### config.mk
export PLATFORM = sky130hd
export DESIGN_NAME = uart_rx
export DESIGN_NICKNAME = d
export VERILOG_FILES = /design/src/rtl/uart_pkg.sv /design/src/rtl/uart_sync2.sv /design/src/rtl/uart_rx.sv
export SDC_FILE = /design/constraint.sdc
export NUM_CORES = 1
export LEC_CHECK = 0
export CAP_MARGIN = 20
export CORE_MARGIN = 3
export CORE_UTILIZATION = 25
export CTS_CLUSTER_DIAMETER = 120
export DETAILED_ROUTE_END_ITERATION = 16
export GPL_ROUTABILITY_DRIVEN = 0
export PLACE_DENSITY = 0.53
export SYNTH_ARGS = -nofsm -noshare
export SYNTH_HDL_FRONTEND = slang
export SYNTH_SLANG_ARGS = --single-unit
### constraint.sdc
create_clock -name clk -period 3 [get_ports clk]
set_clock_uncertainty 0.05 [all_clocks]
set_input_delay 0.3 -clock clk [delete_from_list [all_inputs] [get_ports clk]]
set_output_delay 0.3 -clock clk [all_outputs]
set_load 0.01 [all_outputs]
### src/rtl/uart_pkg.sv
// Shared UART definitions: FSM state encoding (common to TX and RX) and default frame geometry.
package uart_pkg;

  typedef enum logic [1:0] {
    IDLE  = 2'd0,
    START = 2'd1,
    DATA  = 2'd2,
    STOP  = 2'd3
  } uart_state_e;

  localparam int UART_DATA_BITS  = 8;
  localparam int UART_OVERSAMPLE = 16;

endpackage

### src/rtl/uart_sync2.sv
// Two-flop synchronizer for a single asynchronous input; reset value selectable so idle-high lines stay quiet.
module uart_sync2 #(
  parameter logic RESET_VAL = 1'b1
) (
  input  logic clk,
  input  logic rst_n,
  input  logic d,
  output logic q
);

  logic meta_d, meta_q;
  logic sync_d, sync_q;

  always_comb begin
    meta_d = d;
    sync_d = meta_q;
  end

  always_ff @(posedge clk or negedge rst_n) begin
    if (!rst_n) begin
      meta_q <= RESET_VAL;
      sync_q <= RESET_VAL;
    end else begin
      meta_q <= meta_d;
      sync_q <= sync_d;
    end
  end

  assign q = sync_q;

endmodule

### src/rtl/uart_rx.sv
// UART 8N1 receiver with oversampled mid-bit sampling, valid/ack holding register and sticky error flags.
// Handshake: dataValid stays high from byte completion until a cycle with dataAck=1; a newer byte overwrites.
module uart_rx
  import uart_pkg::*;
#(
  parameter int DATA_BITS  = UART_DATA_BITS,
  parameter int OVERSAMPLE = UART_OVERSAMPLE
) (
  input  logic                 clk,
  input  logic                 rstN,
  input  logic                 clkEn,
  input  logic                 serialInput,
  output logic [DATA_BITS-1:0] outputData,
  output logic                 dataValid,
  input  logic                 dataAck,
  output logic                 frameError,
  output logic                 overrun,
  input  logic                 errClear,
  output logic                 busy
);

  localparam int TW = $clog2(OVERSAMPLE);
  localparam int BW = (DATA_BITS > 1) ? $clog2(DATA_BITS) : 1;
  localparam logic [TW-1:0] TICK_HALF = TW'(OVERSAMPLE / 2 - 1);
  localparam logic [TW-1:0] TICK_FULL = TW'(OVERSAMPLE - 1);
  localparam logic [BW-1:0] BIT_LAST  = BW'(DATA_BITS - 1);

  logic rx_sync;

  uart_sync2 #(.RESET_VAL(1'b1)) u_sync (
    .clk   (clk),
    .rst_n (rstN),
    .d     (serialInput),
    .q     (rx_sync)
  );

  uart_state_e          state_d, state_q;
  logic [TW-1:0]        tick_d, tick_q;
  logic [BW-1:0]        bit_d, bit_q;
  logic [DATA_BITS-1:0] shift_d, shift_q;
  logic [DATA_BITS-1:0] data_d, data_q;
  logic                 prev_d, prev_q;
  logic                 valid_d, valid_q;
  logic                 ferr_d, ferr_q;
  logic                 ovr_d, ovr_q;
  logic                 busy_d, busy_q;
  logic                 byte_done;
  logic                 stop_bad;

  always_comb begin
    state_d   = state_q;
    tick_d    = tick_q;
    bit_d     = bit_q;
    shift_d   = shift_q;
    prev_d    = prev_q;
    byte_done = 1'b0;
    stop_bad  = 1'b0;

    if (clkEn) begin
      // Previous sample lets IDLE require a real falling edge, so a held-low line cannot re-arm.
      prev_d = rx_sync;
      case (state_q)
        IDLE: begin
          if (prev_q && !rx_sync) begin
            state_d = START;
            tick_d  = '0;
          end
        end
        START: begin
          if (tick_q == TICK_HALF) begin
            tick_d = '0;
            bit_d  = '0;
            state_d = rx_sync ? IDLE : DATA;
          end else begin
            tick_d = tick_q + TW'(1);
          end
        end
        DATA: begin
          if (tick_q == TICK_FULL) begin
            shift_d = shift_q >> 1;
            shift_d[DATA_BITS-1] = rx_sync;
            tick_d = '0;
            bit_d  = bit_q + BW'(1);
            if (bit_q == BIT_LAST) begin
              bit_d   = '0;
              state_d = STOP;
            end
          end else begin
            tick_d = tick_q + TW'(1);
          end
        end
        STOP: begin
          if (tick_q == TICK_FULL) begin
            tick_d    = '0;
            state_d   = IDLE;
            byte_done = rx_sync;
            stop_bad  = !rx_sync;
          end else begin
            tick_d = tick_q + TW'(1);
          end
        end
        default: state_d = IDLE;
      endcase
    end

    data_d = byte_done ? shift_q : data_q;

    // A completing byte outranks a same-cycle ack; the ack then consumed the old byte, so no overrun.
    valid_d = valid_q;
    if (dataAck)   valid_d = 1'b0;
    if (byte_done) valid_d = 1'b1;

    ovr_d = ovr_q;
    if (errClear)                           ovr_d = 1'b0;
    if (byte_done && valid_q && !dataAck)   ovr_d = 1'b1;

    ferr_d = ferr_q;
    if (errClear) ferr_d = 1'b0;
    if (stop_bad) ferr_d = 1'b1;

    busy_d = (state_d != IDLE);
  end

  always_ff @(posedge clk or negedge rstN) begin
    if (!rstN) begin
      state_q <= IDLE;
      tick_q  <= '0;
      bit_q   <= '0;
      shift_q <= '0;
      data_q  <= '0;
      prev_q  <= 1'b1;
      valid_q <= 1'b0;
      ferr_q  <= 1'b0;
      ovr_q   <= 1'b0;
      busy_q  <= 1'b0;
    end else begin
      state_q <= state_d;
      tick_q  <= tick_d;
      bit_q   <= bit_d;
      shift_q <= shift_d;
      data_q  <= data_d;
      prev_q  <= prev_d;
      valid_q <= valid_d;
      ferr_q  <= ferr_d;
      ovr_q   <= ovr_d;
      busy_q  <= busy_d;
    end
  end

  assign outputData = data_q;
  assign dataValid  = valid_q;
  assign frameError = ferr_q;
  assign overrun    = ovr_q;
  assign busy       = busy_q;

endmodule

==> reports/qor.json <==
{
  "critical_path": {
    "worstPathCellList": "ha_1, and3_1, and3_1, mux2_2",
    "worst_setup_end_kind": "flop",
    "worst_path_largest_cell_delay_ns": 0.39,
    "signal_arrival_time_at_the_worst_endpoint_ns": 1.98,
    "timing.critical_path.from_type": "flop",
    "critPathRequiredTime_ns": 3.12,
    "critical-path-top-delay-family": "simple AND/OR/NAND/NOR gates",
    "critical_path_peak_fanout": 8,
    "crit_top_cell": "and3_1",
    "timing_worst_setup_path_type": "flop to flop",
    "crit_slowest_cell": "dfrtp_1",
    "critical_path_buf_inv_count": 0
  },
  "cts": {
    "cts-root-buf": "clkbuf_8",
    "post-cts-setup-buffers": 0,
    "ctsHoldBuffers": 0,
    "post_cts_resize_count": 0,
    "cts.sink_count": 32,
    "number_of_cts_inserted_buffers": 5,
    "tritoncts": "yes",
    "path_clk_slew_ns": 0.07,
    "htree_levels": 2,
    "clock_latency_ns": 0.28,
    "longest_clk_path_bufs": 2
  },
  "grt": {
    "via_count_of_the_first_global_routing_pass": 1025,
    "globalRouteMet2Util": 0.141,
    "busiest_layer": "met2",
    "grt_max_degree": 33,
    "grt.met3_usage": 0.0347,
    "gr-total-overflow": 0,
    "antenna_found_initial": 0,
    "grt_first_pass_wirelength_mm": 4.80,
    "globalRouteTotalUtil": 0.0891,
    "met1_usage": 0.100
  },
  "floorplanning": {
    "row_count": 27,
    "die_y_microns": 82.9,
    "die_width_microns": 82.9,
    "floorplan.die_area_sq_mm": 0.00687,
    "core_area_sq_mm": 0.00561,
    "floorplan.initialDensity": 0.264,
    "num_io_pins": 18
  },
  "timing": {
    "timing.slew.headroom": 0.489,
    "worst_slew_pin_slew_ns": 0.760,
    "finalMaxSlewViolations": 0,
    "rsz0062_at_grt": "false",
    "setup_ws_ns": 1.13,
    "final-setup-viol-count": 0,
    "final-hold-violation-count": 0,
    "post-route-min-period_ns": 1.87,
    "finalSetupTns_ns": 0,
    "achievable-frequency_ghz": 0.536,
    "post-route-period-util": 0.622
  },
  "synth": {
    "synthesis.area_sq_mm": 0.00148,
    "yosys_warnings": 0,
    "mean_post_synth_cell_area_sq_um": 12.2,
    "number_of_flip_flops_and_latches_in_the_synthesized_netlist": 32,
    "yosys_most_used_dff": "dfrtp_1",
    "netlist-cell-type-count": 33,
    "synth_top_cells_by_count": "dfrtp_1, mux2_2, nand2_1",
    "synth.yosys.seq_area_share": 0.544,
    "ys_top_cells_by_area": "dfrtp_1, mux2_4, mux2_2",
    "synth_top_cell_area_share": 0.491,
    "synth_edf_count": 0,
    "synthArstFlopShare": 1.00,
    "synthMostInstantiatedCell": "dfrtp_1",
    "synth.net_count": 130,
    "synth_top_cell_by_area": "dfrtp_1",
    "postSynthCellCount": 121
  },
  "route": {
    "starting_drc_count_in_detailed_routing": 47,
    "drc_errors": 0,
    "antenna_left": 0,
    "routedWlPerCell_microns": 13.0,
    "routed_via_density": 4.46,
    "detailroute.via_count": 954,
    "detail_route.wirelength_mm": 2.77,
    "drtPass1Iterations": 4
  },
  "final_layout": {
    "final_net_count": 150,
    "multi_input_comb_area_sq_um": 591,
    "seqCellArea_sq_um": 805,
    "post-route-cell-area_sq_mm": 0.00181,
    "num_antenna_cells": 0,
    "fillerInstances": 592,
    "layout-drive-gt1-share": 0.246,
    "area_growth_syn_to_layout_pct": 22.3
  },
  "job": {
    "max_cap_violations": 0
  },
  "place": {
    "pre_cts_ws_ns": 0.930,
    "cell_area_after_placement_sq_mm": 0.00170,
    "dp.final_hpwl_mm": 1.92,
    "place.port_buffers": 17
  },
  "pwr": {
    "power_leakage_nw": 0.835,
    "power.density_cell_area_mw_per_mm2": 666,
    "ir_worst_vdd_v": 0.000224
  },
  "hold_path": {
    "hold_class": "flop to flop"
  },
  "status": {
    "status": "completed"
  }
}
routing by layer:
layer	share of wire	vias to the layer above
li1	-	457
met1	0.45	459
met2	0.47	28
met3	0.049	10
met4	0.035	0
met5	0	-
final cells by class:
cell class	count	area share
clock buffers	6	0.0401
clock inverters	2	0.0194
inverters	10	0.0208
multi-input cells	74	0.327
flip-flops and latches	32	0.445
well taps	72	0.0498
repair buffers	18	0.0983
worst register-to-register path, cell delays in order (launching register included):
cell     delay (ns)
dfrtp_1        0.39
ha_1           0.32
and3_1         0.23
and3_1         0.38
mux2_2         0.38
state kept, by name, summed over array words and instances, names as in the netlist:
name and count:
prev_q 1, state_q 2, tick_q 4, frameError 1, overrun 1, bit_q 3, dataValid 1, outputData 8
u_sync.q 1, u_sync.meta_q 1, busy 1, shift_q 8
worst paths after layout:
kind / from / cells past startpoint / slack (ns) / endpoint
min reg2reg: u_sync.meta_q$_DFF_PN1_ / 0 / 0.31 / u_sync.q$_DFF_PN1_
max in group asynchronous: rstN / 2 / 2.22 / prev_q$_DFFE_PN1P_
max: tick_q[0]$_DFFE_PN0P_ / 4 / 1.13 / shift_q[0]$_DFFE_PN0P_
max reg2reg: tick_q[0]$_DFFE_PN0P_ / 4 / 1.13 / shift_q[0]$_DFFE_PN0P_
min in group asynchronous: rstN / 2 / 0.36 / bit_q[2]$_DFFE_PN0P_
min: u_sync.meta_q$_DFF_PN1_ / 0 / 0.31 / u_sync.q$_DFF_PN1_
cells in the final DEF, fill, tap and decap left out, drive strengths merged:
master         instances
dfrtp                 29
mux2                  18
clkdlybuf4s50         17
nand2                 10
inv                   10
o21ai                  8
nand3                  8
clkbuf                 6
o22ai                  4
nor2                   3
ha                     3
dfstp                  3
a21oi                  3
and3                   2
nand2b                 2
nand3b                 2
nor3                   2
a21o                   1
nor4                   1
a211oi                 1
nor2b                  1
o31ai                  1
a32oi                  1
and3b                  1
or2b                   1
or3b                   1
bufinv                 1
clkinv                 1
buf                    1
per-stage QoR:
step	hold WS [ns]	utilization	std cells	total power [mW]
floorplan	-0.0456	-	121	0.750
global placement	0.296	0.303	206	0.787
detailed placement	0.297	0.303	206	0.809
CTS	0.307	0.322	214	1.22
global route	0.308	0.322	214	1.28
finish	0.307	0.322	214	1.20
where the power goes:
part | leakage, nW | switching (mW) | internal, mW
logic | 0.365 | 0.138 | 0.107
registers | 0.416 | 0.0684 | 0.487
clock network | 0.0552 | 0.158 | 0.246
cell families (layout without fill, tap and decap cells):
group,count (synthesis),count (layout),share of synthesized area
compound gates,19,19,0.0778
fa+ha+maj,3,3,0.0254
buf+inv,15,36,0.0567
flops,32,32,0.544
mux,18,18,0.157
simple gates,34,34,0.139
No activity file was read; power rests on OpenSTA's default activity.
